<file path="config.mk">
export PLATFORM = sky130hd
export DESIGN_NAME = traffic_sensor_conditioner
export DESIGN_NICKNAME = d
export VERILOG_FILES = /design/src/rtl/traffic_pkg.sv /design/src/rtl/tl_detector_channel.sv /design/src/rtl/traffic_sensor_conditioner.sv
export SDC_FILE = /design/constraint.sdc
export NUM_CORES = 1
export LEC_CHECK = 0
export ABC_AREA = 1
export BUFFER_PORTS_ARGS = -buffer_cell sky130_fd_sc_hd__buf_2
export CAP_MARGIN = 20
export CORE_UTILIZATION = 50
export CTS_CLUSTER_SIZE = 16
export DETAILED_ROUTE_END_ITERATION = 6
export HOLD_SLACK_MARGIN = 0.03
export PLACE_DENSITY = 0.77
export SYNTH_ARGS = -nofsm -noshare
export SYNTH_HDL_FRONTEND = slang
export SYNTH_SLANG_ARGS = --single-unit
</file>
<file path="constraint.sdc">
create_clock -name clk -period 1.65 [get_ports clk]
set_input_delay 0.4125 -clock clk [delete_from_list [all_inputs] [get_ports clk]]
set_output_delay 0.4125 -clock clk [all_outputs]
set_load 0.01 [all_outputs]
</file>
<file path="src/rtl/traffic_pkg.sv">
// ---------------------------------------------------------------------------
// traffic_pkg
// Shared definitions for the traffic sensor conditioner:
//   - det_state_t : per-approach detector FSM state encoding
//   - DEB_CYCLES_DEF / STUCK_CYCLES_DEF : default debounce / stuck limits
//   - CNT_W  : width of the qualified-arrival counters (8)
//   - DEB_W  : width of the debounce counter (holds 1..15)
//   - PRES_W : width of the presence counter (holds 2..65535)
//   - cnt_sat_inc() : saturating increment used by the arrival counter
// ---------------------------------------------------------------------------
package traffic_pkg;

  typedef enum logic [1:0] {
    DET_ABSENT   = 2'd0,
    DET_ARRIVING = 2'd1,
    DET_PRESENT  = 2'd2,
    DET_LEAVING  = 2'd3
  } det_state_t;

  localparam int DEB_CYCLES_DEF   = 4;
  localparam int STUCK_CYCLES_DEF = 1000;

  localparam int CNT_W  = 8;
  localparam int DEB_W  = 4;
  localparam int PRES_W = 16;

  // Increment that sticks at all-ones instead of wrapping to zero.
  function automatic logic [CNT_W-1:0] cnt_sat_inc(input logic [CNT_W-1:0] v);
    if (&v) begin
      return v;
    end
    return v + CNT_W'(1);
  endfunction

endpackage

</file>
<file path="src/rtl/tl_detector_channel.sv">
// ---------------------------------------------------------------------------
// tl_detector_channel
// One approach of the traffic sensor conditioner: 2-flop synchronizer,
// debounce FSM (ABSENT/ARRIVING/PRESENT/LEAVING), demand latch, stuck
// detector with sticky fault flag, and an optional qualified-arrival counter.
//
// Optional feature: define TRAFFIC_SENSOR_COUNT_EN to build the saturating
// arrival counter; otherwise cnt is tied to zero and no counter exists.
//
// Parameters
//   DEB_CYCLES   : consecutive stable samples to qualify a change (1..15)
//   STUCK_CYCLES : continuous presence cycles before stuck is flagged (2..65535)
// Ports
//   clk    in   rising-edge clock
//   reset  in   synchronous active-high reset
//   det    in   raw loop detector (asynchronous, may bounce)
//   green  in   green indication for this approach
//   demand out  conditioned demand to the light controller
//   stuck  out  sticky stuck-detector flag
//   cnt    out  qualified arrival count (zero when the counter is not built)
// ---------------------------------------------------------------------------
module tl_detector_channel
  import traffic_pkg::*;
#(
  parameter int DEB_CYCLES   = DEB_CYCLES_DEF,
  parameter int STUCK_CYCLES = STUCK_CYCLES_DEF
) (
  input  logic             clk,
  input  logic             reset,
  input  logic             det,
  input  logic             green,
  output logic             demand,
  output logic             stuck,
  output logic [CNT_W-1:0] cnt
);

  localparam logic [DEB_W:0]    DEB_LIM     = (DEB_W + 1)'(DEB_CYCLES);
  localparam logic [PRES_W-1:0] PRES_LIM    = PRES_W'(STUCK_CYCLES);
  localparam logic [PRES_W-1:0] PRES_LIM_M1 = PRES_W'(STUCK_CYCLES - 1);

  logic [1:0]        sync_reg;
  det_state_t        state_reg;
  logic [DEB_W-1:0]  deb_cnt_reg;
  logic              latch_reg;
  logic              stuck_reg;
  logic [PRES_W-1:0] pres_reg;

  logic [DEB_W:0]    deb_inc;
  logic              det_s;
  logic              deb_done;
  logic              arrive_qual;
  logic              in_presence;

  assign det_s       = sync_reg[1];
  // One bit wider than the counter so the +1 never wraps before the compare.
  assign deb_inc     = {1'b0, deb_cnt_reg} + {{DEB_W{1'b0}}, 1'b1};
  // ">=" rather than "==": with DEB_CYCLES = 1 the first qualifying sample
  // still spends one cycle in ARRIVING/LEAVING before the state flips.
  assign deb_done    = (deb_inc >= DEB_LIM);
  assign arrive_qual = (state_reg == DET_ARRIVING) && det_s && deb_done;
  assign in_presence = (state_reg == DET_PRESENT) || (state_reg == DET_LEAVING);

  // Demand is a pure decode of registered state, so it is glitch-free.
  assign demand = in_presence | latch_reg | stuck_reg;
  assign stuck  = stuck_reg;

  always_ff @(posedge clk) begin
    if (reset) begin
      sync_reg    <= 2'b00;
      state_reg   <= DET_ABSENT;
      deb_cnt_reg <= '0;
      latch_reg   <= 1'b0;
      stuck_reg   <= 1'b0;
      pres_reg    <= '0;
    end else begin
      sync_reg <= {sync_reg[0], det};

      case (state_reg)
        DET_ABSENT: begin
          if (det_s) begin
            state_reg   <= DET_ARRIVING;
            deb_cnt_reg <= DEB_W'(1);
          end
        end
        DET_ARRIVING: begin
          if (!det_s) begin
            state_reg   <= DET_ABSENT;
            deb_cnt_reg <= '0;
          end else if (deb_done) begin
            state_reg   <= DET_PRESENT;
            deb_cnt_reg <= '0;
          end else begin
            deb_cnt_reg <= deb_inc[DEB_W-1:0];
          end
        end
        DET_PRESENT: begin
          if (!det_s) begin
            state_reg   <= DET_LEAVING;
            deb_cnt_reg <= DEB_W'(1);
          end
        end
        DET_LEAVING: begin
          if (det_s) begin
            state_reg   <= DET_PRESENT;
            deb_cnt_reg <= '0;
          end else if (deb_done) begin
            state_reg   <= DET_ABSENT;
            deb_cnt_reg <= '0;
          end else begin
            deb_cnt_reg <= deb_inc[DEB_W-1:0];
          end
        end
        default: begin
          state_reg   <= DET_ABSENT;
          deb_cnt_reg <= '0;
        end
      endcase

      // Demand latch: a qualified arrival is remembered until the approach
      // has been served (green) while the loop reads empty. Set wins.
      if (arrive_qual) begin
        latch_reg <= 1'b1;
      end else if (green && (state_reg == DET_ABSENT)) begin
        latch_reg <= 1'b0;
      end

      // Presence counter: counts continuous occupied cycles, saturates at the
      // stuck limit. ARRIVING only follows ABSENT, so the counter is already
      // zero there and is simply held.
      if (in_presence) begin
        if (pres_reg != PRES_LIM) begin
          pres_reg <= pres_reg + PRES_W'(1);
        end
        if (pres_reg >= PRES_LIM_M1) begin
          stuck_reg <= 1'b1;
        end
      end else if (state_reg == DET_ABSENT) begin
        pres_reg <= '0;
      end
    end
  end

`ifdef TRAFFIC_SENSOR_COUNT_EN
  logic [CNT_W-1:0] cnt_reg;

  always_ff @(posedge clk) begin
    if (reset) begin
      cnt_reg <= '0;
    end else if (arrive_qual) begin
      cnt_reg <= cnt_sat_inc(cnt_reg);
    end
  end

  assign cnt = cnt_reg;
`else
  assign cnt = '0;
`endif

endmodule

</file>
<file path="src/rtl/traffic_sensor_conditioner.sv">
// ---------------------------------------------------------------------------
// traffic_sensor_conditioner
// Conditions the two raw vehicle-loop detectors (streets A and B) into clean
// demand signals for the light controller. Each street is handled by its own
// tl_detector_channel instance; the two channels share no state.
//
// Optional feature: define TRAFFIC_SENSOR_COUNT_EN to build the 8-bit
// saturating qualified-arrival counters; otherwise cnt_a = cnt_b = 0.
//
// Parameters
//   DEB_CYCLES   : debounce length in samples (1..15, default 4)
//   STUCK_CYCLES : presence limit before a stuck fault (2..65535, default 1000)
// Ports
//   clk              in   rising-edge clock
//   reset            in   synchronous active-high reset
//   det_a, det_b     in   raw detectors (asynchronous, may bounce)
//   Ga, Gb           in   green indications from the light controller
//   Sa, Sb           out  conditioned demand
//   stuck_a, stuck_b out  sticky stuck-detector flags
//   cnt_a, cnt_b     out  qualified arrival counts (8 bit)
// ---------------------------------------------------------------------------
module traffic_sensor_conditioner
  import traffic_pkg::*;
#(
  parameter int DEB_CYCLES   = DEB_CYCLES_DEF,
  parameter int STUCK_CYCLES = STUCK_CYCLES_DEF
) (
  input  logic             clk,
  input  logic             reset,
  input  logic             det_a,
  input  logic             det_b,
  input  logic             Ga,
  input  logic             Gb,
  output logic             Sa,
  output logic             Sb,
  output logic             stuck_a,
  output logic             stuck_b,
  output logic [CNT_W-1:0] cnt_a,
  output logic [CNT_W-1:0] cnt_b
);

  localparam int NUM_CH = 2;

  // Index 0 = street A, index 1 = street B.
  logic [NUM_CH-1:0] det_v;
  logic [NUM_CH-1:0] green_v;
  logic [NUM_CH-1:0] demand_v;
  logic [NUM_CH-1:0] stuck_v;
  logic [CNT_W-1:0]  cnt_v [NUM_CH];

  assign det_v   = {det_b, det_a};
  assign green_v = {Gb, Ga};

  genvar gi;
  generate
    for (gi = 0; gi < NUM_CH; gi++) begin : g_chan
      tl_detector_channel #(
        .DEB_CYCLES   (DEB_CYCLES),
        .STUCK_CYCLES (STUCK_CYCLES)
      ) u_chan (
        .clk    (clk),
        .reset  (reset),
        .det    (det_v[gi]),
        .green  (green_v[gi]),
        .demand (demand_v[gi]),
        .stuck  (stuck_v[gi]),
        .cnt    (cnt_v[gi])
      );
    end
  endgenerate

  assign Sa      = demand_v[0];
  assign Sb      = demand_v[1];
  assign stuck_a = stuck_v[0];
  assign stuck_b = stuck_v[1];
  assign cnt_a   = cnt_v[0];
  assign cnt_b   = cnt_v[1];

endmodule

</file>
==> results of run 1 <==
[Yosys cell counts]
master / n
nor4_1: 1
o21ai_0: 14
inv_2: 3
clkbuf_2: 1
xor2_1: 1
nand2_4: 3
o21bai_1: 8
or2_2: 2
nor3_1: 6
clkbuf_1: 6
and3_1: 1
clkinv_1: 2
a21oi_1: 37
nor2_4: 1
nand3_1: 58
nand3b_1: 4
nor2_1: 68
nor2_2: 5
buf_1: 2
nand4_1: 12
nand2_2: 2
buf_4: 16
nand2_1: 114
dfxtp_1: 52
buf_6: 2
ha_1: 7
conb_1: 1
inv_1: 49
buf_2: 3
[logic make-up after synthesis]
group           Yosys count
compound gates           59
xor+xnor                  1
fa+ha+maj                 7
buf+inv                  84
flops                    52
other cells               1
simple gates            277
[tightest hold or removal path, delay by kind of cell]
family,cells,cell delay (ps)
AND/OR/NAND/NOR,1,60
buffers and inverters,2,100
[metrics by stage]
stage	util (%)	hold slack (ps)	instance area (sq um)
finish	55.52	288.5	3287
global route	55.52	281.7	3287
CTS	55.26	284.0	3272
detailed placement	53.61	395.5	3174
global placement	53.61	391.7	3174
floorplan	-	388.3	3131
[where the power goes]
part	switching, W	internal [W]	total [W]
registers	0.0000255	0.00128	0.00130
logic	0.000193	0.0000705	0.000264
clock network	0.000469	0.000321	0.000791
total	0.000688	0.00167	0.00236
[per-layer routing]
metal / global-route usage (%) / vias up / wire (microns)
met5: 0 / - / 0
met4: 6.607 / 0 / 63
met3: 3.977 / 7 / 292
met2: 38.14 / 73 / 3242
met1: 29.09 / 1367 / 3235
li1: - / 1542 / -
[layout make-up]
type | instances | area, sq um
clock buffers | 5 | 68.82
clock inverters | 3 | 28.78
fillers | 559 | 2634
inverters | 54 | 202.7
multi-input cells | 360 | 1709
flip-flops and latches | 52 | 1041
well taps | 75 | 93.84
repair buffers | 22 | 142.6
[worst paths after layout]
path,from,to,slack (ps)
worst max-delay path,g_chan[1].u_chan.pres_reg[0],g_chan[1].u_chan.pres_reg[9],120
worst min register to register,g_chan[1].u_chan.sync_reg[0],g_chan[1].u_chan.sync_reg[1],400
worst min-delay path,det_a,g_chan[0].u_chan.sync_reg[0],290
worst max register to register,g_chan[1].u_chan.pres_reg[0],g_chan[1].u_chan.pres_reg[9],120
==> impl_metrics.yaml, run 1 <==
layout:
  final_cells: 571
  drive_gt1_share_pct: 9.879
  largest_register_ffs: 32
  final_cell_mix: "nand2_1, nor2_1, nand3_1"
  layout_commonest_cell: "nand2_1"
  num_antenna_cells: 0
  fin_nets: 508
  syn_to_final_growth_pct: 6.919
drt:
  drt_first_pass_iters: 5
  wl_microns: 6833
  drt-initial-drc-count: 166
  num_vias: 2989
  wl_per_cell_microns: 11.97
  ant_nets: 0
  drc: 0
  vias_per_cell: 5.235
place:
  gp_congestion: 0.9192
  pre_cts_ws_ps: 125.6
  io_buffer_count: 9
  dp_hpwl_microns: 5116
  dp.cells: 563
synth:
  synth_compound_area_share_pct: 10.26
  synth.distinct_cells: 29
  ys_ff_latch: 52
  synth_top_family_by_area: "simple AND/OR/NAND/NOR gates"
  yosys.area_share.simple_pct: 39.76
  syn_avg_cell_area_sq_um: 6.391
  synth_top_cell_by_area: "dfxtp_1"
  synth_warnings: 0
  yosysTopAreaCellShare_pct: 33.86
  synthTopCellsByArea: "dfxtp_1, nand2_1, nand3_1"
  muxShareOfSynthArea_pct: 0
  synth_xor_area_share_pct: 0.2849
  seq_area_frac_synth_pct: 33.86
  synth_adder_area_share_pct: 2.849
  syn_area_sq_um: 3074
  syn_inst: 481
floorplan:
  io_pins: 26
  dieArea_sq_um: 6466
  die_h_microns: 80.41
  rows: 28
  start_util_pct: 51.92
  die_w_microns: 80.41
  coreArea_sq_um: 5921
pwr:
  leakage_nw: 1.282
  power_density_nw_per_um2: 717.4
  peakVddDrop_v: 0.0006174
  fin_total_pwr_w: 0.002358
cts:
  cts_setup_buffers: 0
  clockBufferDepth: 2
  htreeDepth: 2
  cts_sinks: 52
  cts_tree: "built"
  clockRootBuffer: "clkbuf_8"
  insertion_delay_ps: 310
  clk_pin_slew_ps: 110
  hold_buffers: 0
  cts_resized: 0
  cts_buffers: 5
grt:
  grt_use_total_pct: 22.57
  grt_max_degree: 20
  grt_pass1_vias: 2692
  gr-total-overflow: 0
  antenna_found_initial: 0
  grt_pass1_wl_microns: 11540
worst_setup_path:
  path_cells: "inv_1 > ha_1 > nand3_1 > nor2_4 > nand2_4 > nand2_4 > inv_1 > nand2_1 > a21oi_1"
  cp.arrival_ps: 1770
  crit_type: "flip-flop to flip-flop"
  end_kind: "flip-flop"
  worst-r2r-cell-count: 9
  cp_max_fo: 15
  required_ps: 1890
  crit_family: "simple AND/OR/NAND/NOR gates"
  crit_buf_inv: 2
  cpPeakStageDelay_ps: 420
  cp-start-kind: "flip-flop"
  cp_num_cells: 9
  crit_slowest_cell: "dfxtp_1"
timing:
  fin_setup_tns_ps: 0
  finalClockSkew_ps: 13.63
  finalMaxSlewViolations: 0
  min_period_ps: 1527
  period_share_pct: 92.53
  rsz0062_at_grt: "false"
  finalHoldViolations: 0
  finalSetupViolCount: 0
  fmax_mhz: 655.0
  layout_setup_ws_ps: 123.2
min_path:
  hp-class: "input pin to flip-flop"
  hold_depth: 3
outcome:
  status: "complete, no violations"
job:
  cap_viol_max_count: 0
No activity file was read; power rests on OpenSTA's default activity.
==> run 2: changes to the inputs <==
--- a/config.mk
+++ b/config.mk
@@ -8,11 +8,13 @@
 export ABC_AREA = 1
 export BUFFER_PORTS_ARGS = -buffer_cell sky130_fd_sc_hd__buf_2
 export CAP_MARGIN = 20
+export CORE_MARGIN = 2
 export CORE_UTILIZATION = 50
 export CTS_CLUSTER_SIZE = 16
 export DETAILED_ROUTE_END_ITERATION = 6
 export HOLD_SLACK_MARGIN = 0.03
 export PLACE_DENSITY = 0.77
+export RECOVER_POWER = 100
 export SYNTH_ARGS = -nofsm -noshare
 export SYNTH_HDL_FRONTEND = slang
 export SYNTH_SLANG_ARGS = --single-unit
==> impl_metrics.yaml, run 2 (synthesis gave the netlist of run 1 again) <==
outcome:
  status: "complete, no violations"
job:
  cap_viol_max_count: 0
timing:
  finalSetupViolCount: 0
  rsz0062_at_grt: "false"
  max_slew_margin_pct: 61.38
  worstMarginPinSlew_ps: 579.3
  finalClockSkew_ps: 15.53
  finalMaxSlewViolations: 0
  period_share_pct: 95.45
  finalHoldViolations: 0
  fin_setup_tns_ps: 0
  min_period_ps: 1575
  fmax_mhz: 634.9
pwr:
  fin_total_pwr_w: 0.002373
  leakage_nw: 1.249
  power_density_nw_per_um2: 725.8
  peakVddDrop_v: 0.0006608
cts:
  clk_pin_slew_ps: 110
  insertion_delay_ps: 320
  hold_buffers: 0
  clockRootBuffer: "clkbuf_8"
  htreeDepth: 2
  cts_buffers: 5
  cts_tree: "built"
  clockBufferDepth: 2
  cts_sinks: 52
place:
  dp_hpwl_microns: 5038
  io_buffer_count: 9
  gp_congestion: 0.9636
worst_setup_path:
  required_ps: 1240
  crit_type: "flip-flop to output port"
  end_kind: "output port"
  cpPeakStageDelay_ps: 390
  crit_slowest_cell: "dfxtp_1"
  cp.arrival_ps: 1160
  r2r-start: "g_chan[1].u_chan.pres_reg[7]"
  cp-start-kind: "flip-flop"
  r2r_slack_ps: 140
  cp_max_fo: 12
  worst-r2r-cell-count: 9
  timing.rr.end: "g_chan[1].u_chan.pres_reg[2]"
  path_cells: "buf_4 > nor2_1 > nand2_1 > buf_2"
drt:
  ant_nets: 0
  drc: 0
  drt-initial-drc-count: 171
  num_vias: 2979
  drt_first_pass_iters: 5
  vias_per_cell: 5.226
  wl_microns: 6864
  wl_per_cell_microns: 12.04
floorplan:
  coreArea_sq_um: 5921
  die_w_microns: 82.41
  dieArea_sq_um: 6791
  io_pins: 26
  rows: 28
  start_util_pct: 51.92
  die_h_microns: 82.41
layout:
  multi_input_area_sq_um: 1710
  fillers: 568
  num_antenna_cells: 0
  syn_to_final_growth_pct: 6.349
  drive_gt1_share_pct: 8.283
  largest_register_ffs: 32
  final_cell_mix: "nand2_1, nor2_1, nand3_1"
  seq_area_sq_um: 1044
  layout_commonest_cell: "nand2_1"
  fin_nets: 507
min_path:
  min_to: "g_chan[1].u_chan.sync_reg[0]"
  hp-class: "input pin to flip-flop"
  hold_depth: 3
  hold_start: "det_b"
grt:
  antenna_found_initial: 0
  grt_pass1_vias: 2648
  grt_pass1_wl_microns: 11640
  grt_use_total_pct: 21.80
  gr-total-overflow: 0
  grt_max_degree: 26
## run 2: cell count changes in the layout (fill, tap and decap cells not counted), sizes merged
cell    before  now
inv         55   54
clkinv       2    3
clkbuf       5   12
buf         22   14
## run 2: critical path: cells and delay by family (launching register included)
family	cells	cell delay [ps]
DFF	1	390
and+or+nand+nor	2	110
buffers and inverters	2	340
## run 2: report_power, final
| part | switching, W | internal [W] |
|---|---|---|
| Clock | 0.000491 | 0.000322 |
| Combinational | 0.000193 | 0.0000635 |
| Sequential | 0.0000247 | 0.00128 |
| Total | 0.000709 | 0.00166 |
## run 2: timing repair
action	in CTS	in global routing
setup buffers	0	0
endpoints found under the hold margin	0	0
gates resized for setup	0	6
endpoints found under the setup margin	0	10
## run 2: how the worst max path moves through the flow
stage | end | startpoint | slack [ps]
after global routing | Sa | flip-flop | 5
after detailed placement | g_chan[1].u_chan.pres_reg[5] | g_chan[1].u_chan.pres_reg[0] | 130
after floorplan | g_chan[0].u_chan.pres_reg[12] | g_chan[0].u_chan.pres_reg[0] | 280
after global placement | g_chan[0].u_chan.pres_reg[12] | g_chan[0].u_chan.pres_reg[0] | 180
after CTS | Sa | flip-flop | 70
final | Sa | flip-flop | 80
## run 2: layout make-up
cell class	instances	area share [%]
repair buffers	21	3.712
multi-input cells	360	52.32
clock inverters	3	0.8802
well taps	75	2.870
clock buffers	5	2.105
flip-flops and latches	52	31.92
inverters	54	6.200
## run 2: per-stage QoR
step	area [sq um]	util [%]	hold WS [ps]	std cells	setup slack, ps
after floorplan	3131	-	388.3	496	283.6
after global routing	3269	55.22	310.7	570	4.901
after detailed placement	3167	53.49	403.9	562	131.2
after global placement	3167	53.49	390.2	562	176.2
final	3269	55.22	290.6	570	75.05
after CTS	3264	55.14	283.7	570	70.22
## run 2: per-layer routing
metal	global-route usage (%)	vias up	wire length (microns)
met4	6.167	0	46
met5	0	-	0
li1	-	1542	-
met1	28.92	1353	3220
met2	35.89	80	3193
met3	4.348	4	405
==> run 3: changes to the inputs <==
--- a/config.mk
+++ b/config.mk
@@ -14,7 +14,7 @@
 export DETAILED_ROUTE_END_ITERATION = 6
 export HOLD_SLACK_MARGIN = 0.03
 export PLACE_DENSITY = 0.77
-export RECOVER_POWER = 100
+export RECOVER_POWER = 50
 export SYNTH_ARGS = -nofsm -noshare
 export SYNTH_HDL_FRONTEND = slang
 export SYNTH_SLANG_ARGS = --single-unit
==> impl_metrics.yaml, run 3 (synthesis gave the netlist of run 1 again) <==
worst_setup_path:
  cp-start-kind: "flip-flop"
  worst-r2r-cell-count: 9
  required_ps: 1240
  cp.arrival_ps: 1160
  r2r-start: "g_chan[1].u_chan.pres_reg[7]"
  crit_type: "flip-flop to output port"
  r2r_slack_ps: 140
  cp_max_fo: 12
  end_kind: "output port"
  timing.rr.end: "g_chan[1].u_chan.pres_reg[2]"
drt:
  wl_per_cell_microns: 12.14
  drt-initial-drc-count: 169
  ant_nets: 0
  drt_first_pass_iters: 4
  num_vias: 2987
  vias_per_cell: 5.240
  drc: 0
  wl_microns: 6918
cts:
  clockRootBuffer: "clkbuf_8"
  clk_pin_slew_ps: 110
  cts_setup_buffers: 0
  htreeDepth: 2
  insertion_delay_ps: 320
  cts_tree: "built"
  clockBufferDepth: 2
  cts_buffers: 5
  cts_sinks: 52
pwr:
  fin_total_pwr_w: 0.002379
  leakage_nw: 1.254
  peakVddDrop_v: 0.0006637
  power_density_nw_per_um2: 726.9
timing:
  max_slew_margin_pct: 62.06
  period_share_pct: 95.43
  holdWs_ps: 292.1
  finalMaxSlewViolations: 0
  finalHoldViolations: 0
  rsz0062_at_grt: "false"
  finalClockSkew_ps: 15.76
  worstMarginPinSlew_ps: 569.1
  layout_setup_ws_ps: 75.48
  finalSetupViolCount: 0
  fmax_mhz: 635.1
  min_period_ps: 1575
  fin_setup_tns_ps: 0
floorplan:
  rows: 28
  dieArea_sq_um: 6791
  die_w_microns: 82.41
  io_pins: 26
  coreArea_sq_um: 5921
  start_util_pct: 51.92
  die_h_microns: 82.41
min_path:
  hp-class: "input pin to flip-flop"
  hold_start: "det_b"
  min_to: "g_chan[1].u_chan.sync_reg[0]"
  hold_depth: 3
grt:
  grt_pass1_vias: 2648
  grt_max_degree: 26
  antenna_found_initial: 0
  gr-total-overflow: 0
  grt_pass1_wl_microns: 11640
  grt_use_total_pct: 21.80
layout:
  fin_nets: 507
  multi_input_area_sq_um: 1710
  final_cell_mix: "nand2_1, nor2_1, nand3_1"
  num_antenna_cells: 0
  syn_to_final_growth_pct: 6.471
  final_cells: 570
  largest_register_ffs: 32
  drive_gt1_share_pct: 8.485
  fillers: 566
  layout_commonest_cell: "nand2_1"
  seq_area_sq_um: 1044
place:
  io_buffer_count: 9
  gp_congestion: 0.9636
  pre_cts_ws_ps: 131.2
  dp.cells: 562
  dp_hpwl_microns: 5038
outcome:
  status: "complete, no violations"
job:
  cap_viol_max_count: 0
run 3: cell count changes in the layout (fill, tap and decap cells not counted):
cell and change:
buf_4 +1, clkbuf_2 -1, buf_2 +1, clkbuf_1 -1
run 3: what timing repair did:
item,in CTS,in global routing
endpoints found under the setup margin,0,10
hold buffers,0,0
gates resized for setup,0,6
run 3: critical path: stages (launching register included):
cell and delay (ps):
dfxtp_1 390, buf_4 220, nor2_1 60, nand2_1 50, buf_2 120
run 3: worst max path at each step:
stage	startpoint	to	slack (ps)	depth (start not counted)
floorplan	g_chan[0].u_chan.pres_reg[0]	g_chan[0].u_chan.pres_reg[12]	280	8
global placement	g_chan[0].u_chan.pres_reg[0]	g_chan[0].u_chan.pres_reg[12]	180	8
detailed placement	g_chan[1].u_chan.pres_reg[0]	g_chan[1].u_chan.pres_reg[5]	130	9
CTS	flip-flop	Sa	70	4
global route	flip-flop	Sa	5	4
finish	flip-flop	Sa	80	4
run 3: where the power goes:
part	switching, W	internal (W)	total [W]	leakage, nW
Clock	0.000493	0.000322	0.000815	0.0511
Combinational	0.000194	0.0000675	0.000262	0.782
Sequential	0.0000246	0.00128	0.00130	0.421
Total	0.000711	0.00167	0.00238	1.25
run 3: routing by layer:
metal	up-vias	routed length [microns]	global-route usage (%)
li1	1542	-	-
met1	1356	3257	28.92
met2	85	3209	35.89
met3	4	405	4.348
met4	0	46	6.167
met5	-	0	0
run 3: area by class of cell:
| cell class | count | area share, % |
|---|---|---|
| Clock inverter | 3 | 0.8792 |
| Inverter | 54 | 6.193 |
| Multi-Input combinational cell | 360 | 52.26 |
| Timing Repair Buffer | 21 | 3.823 |
| Tap cell | 75 | 2.867 |
| Sequential cell | 52 | 31.88 |
| Clock buffer | 5 | 2.102 |
run 3: per-stage QoR:
stage | cell area, sq um | util (%)
after floorplan | 3131 | -
after global placement | 3167 | 53.49
after global routing | 3273 | 55.28
final | 3273 | 55.28
after CTS | 3264 | 55.14
after detailed placement | 3167 | 53.49
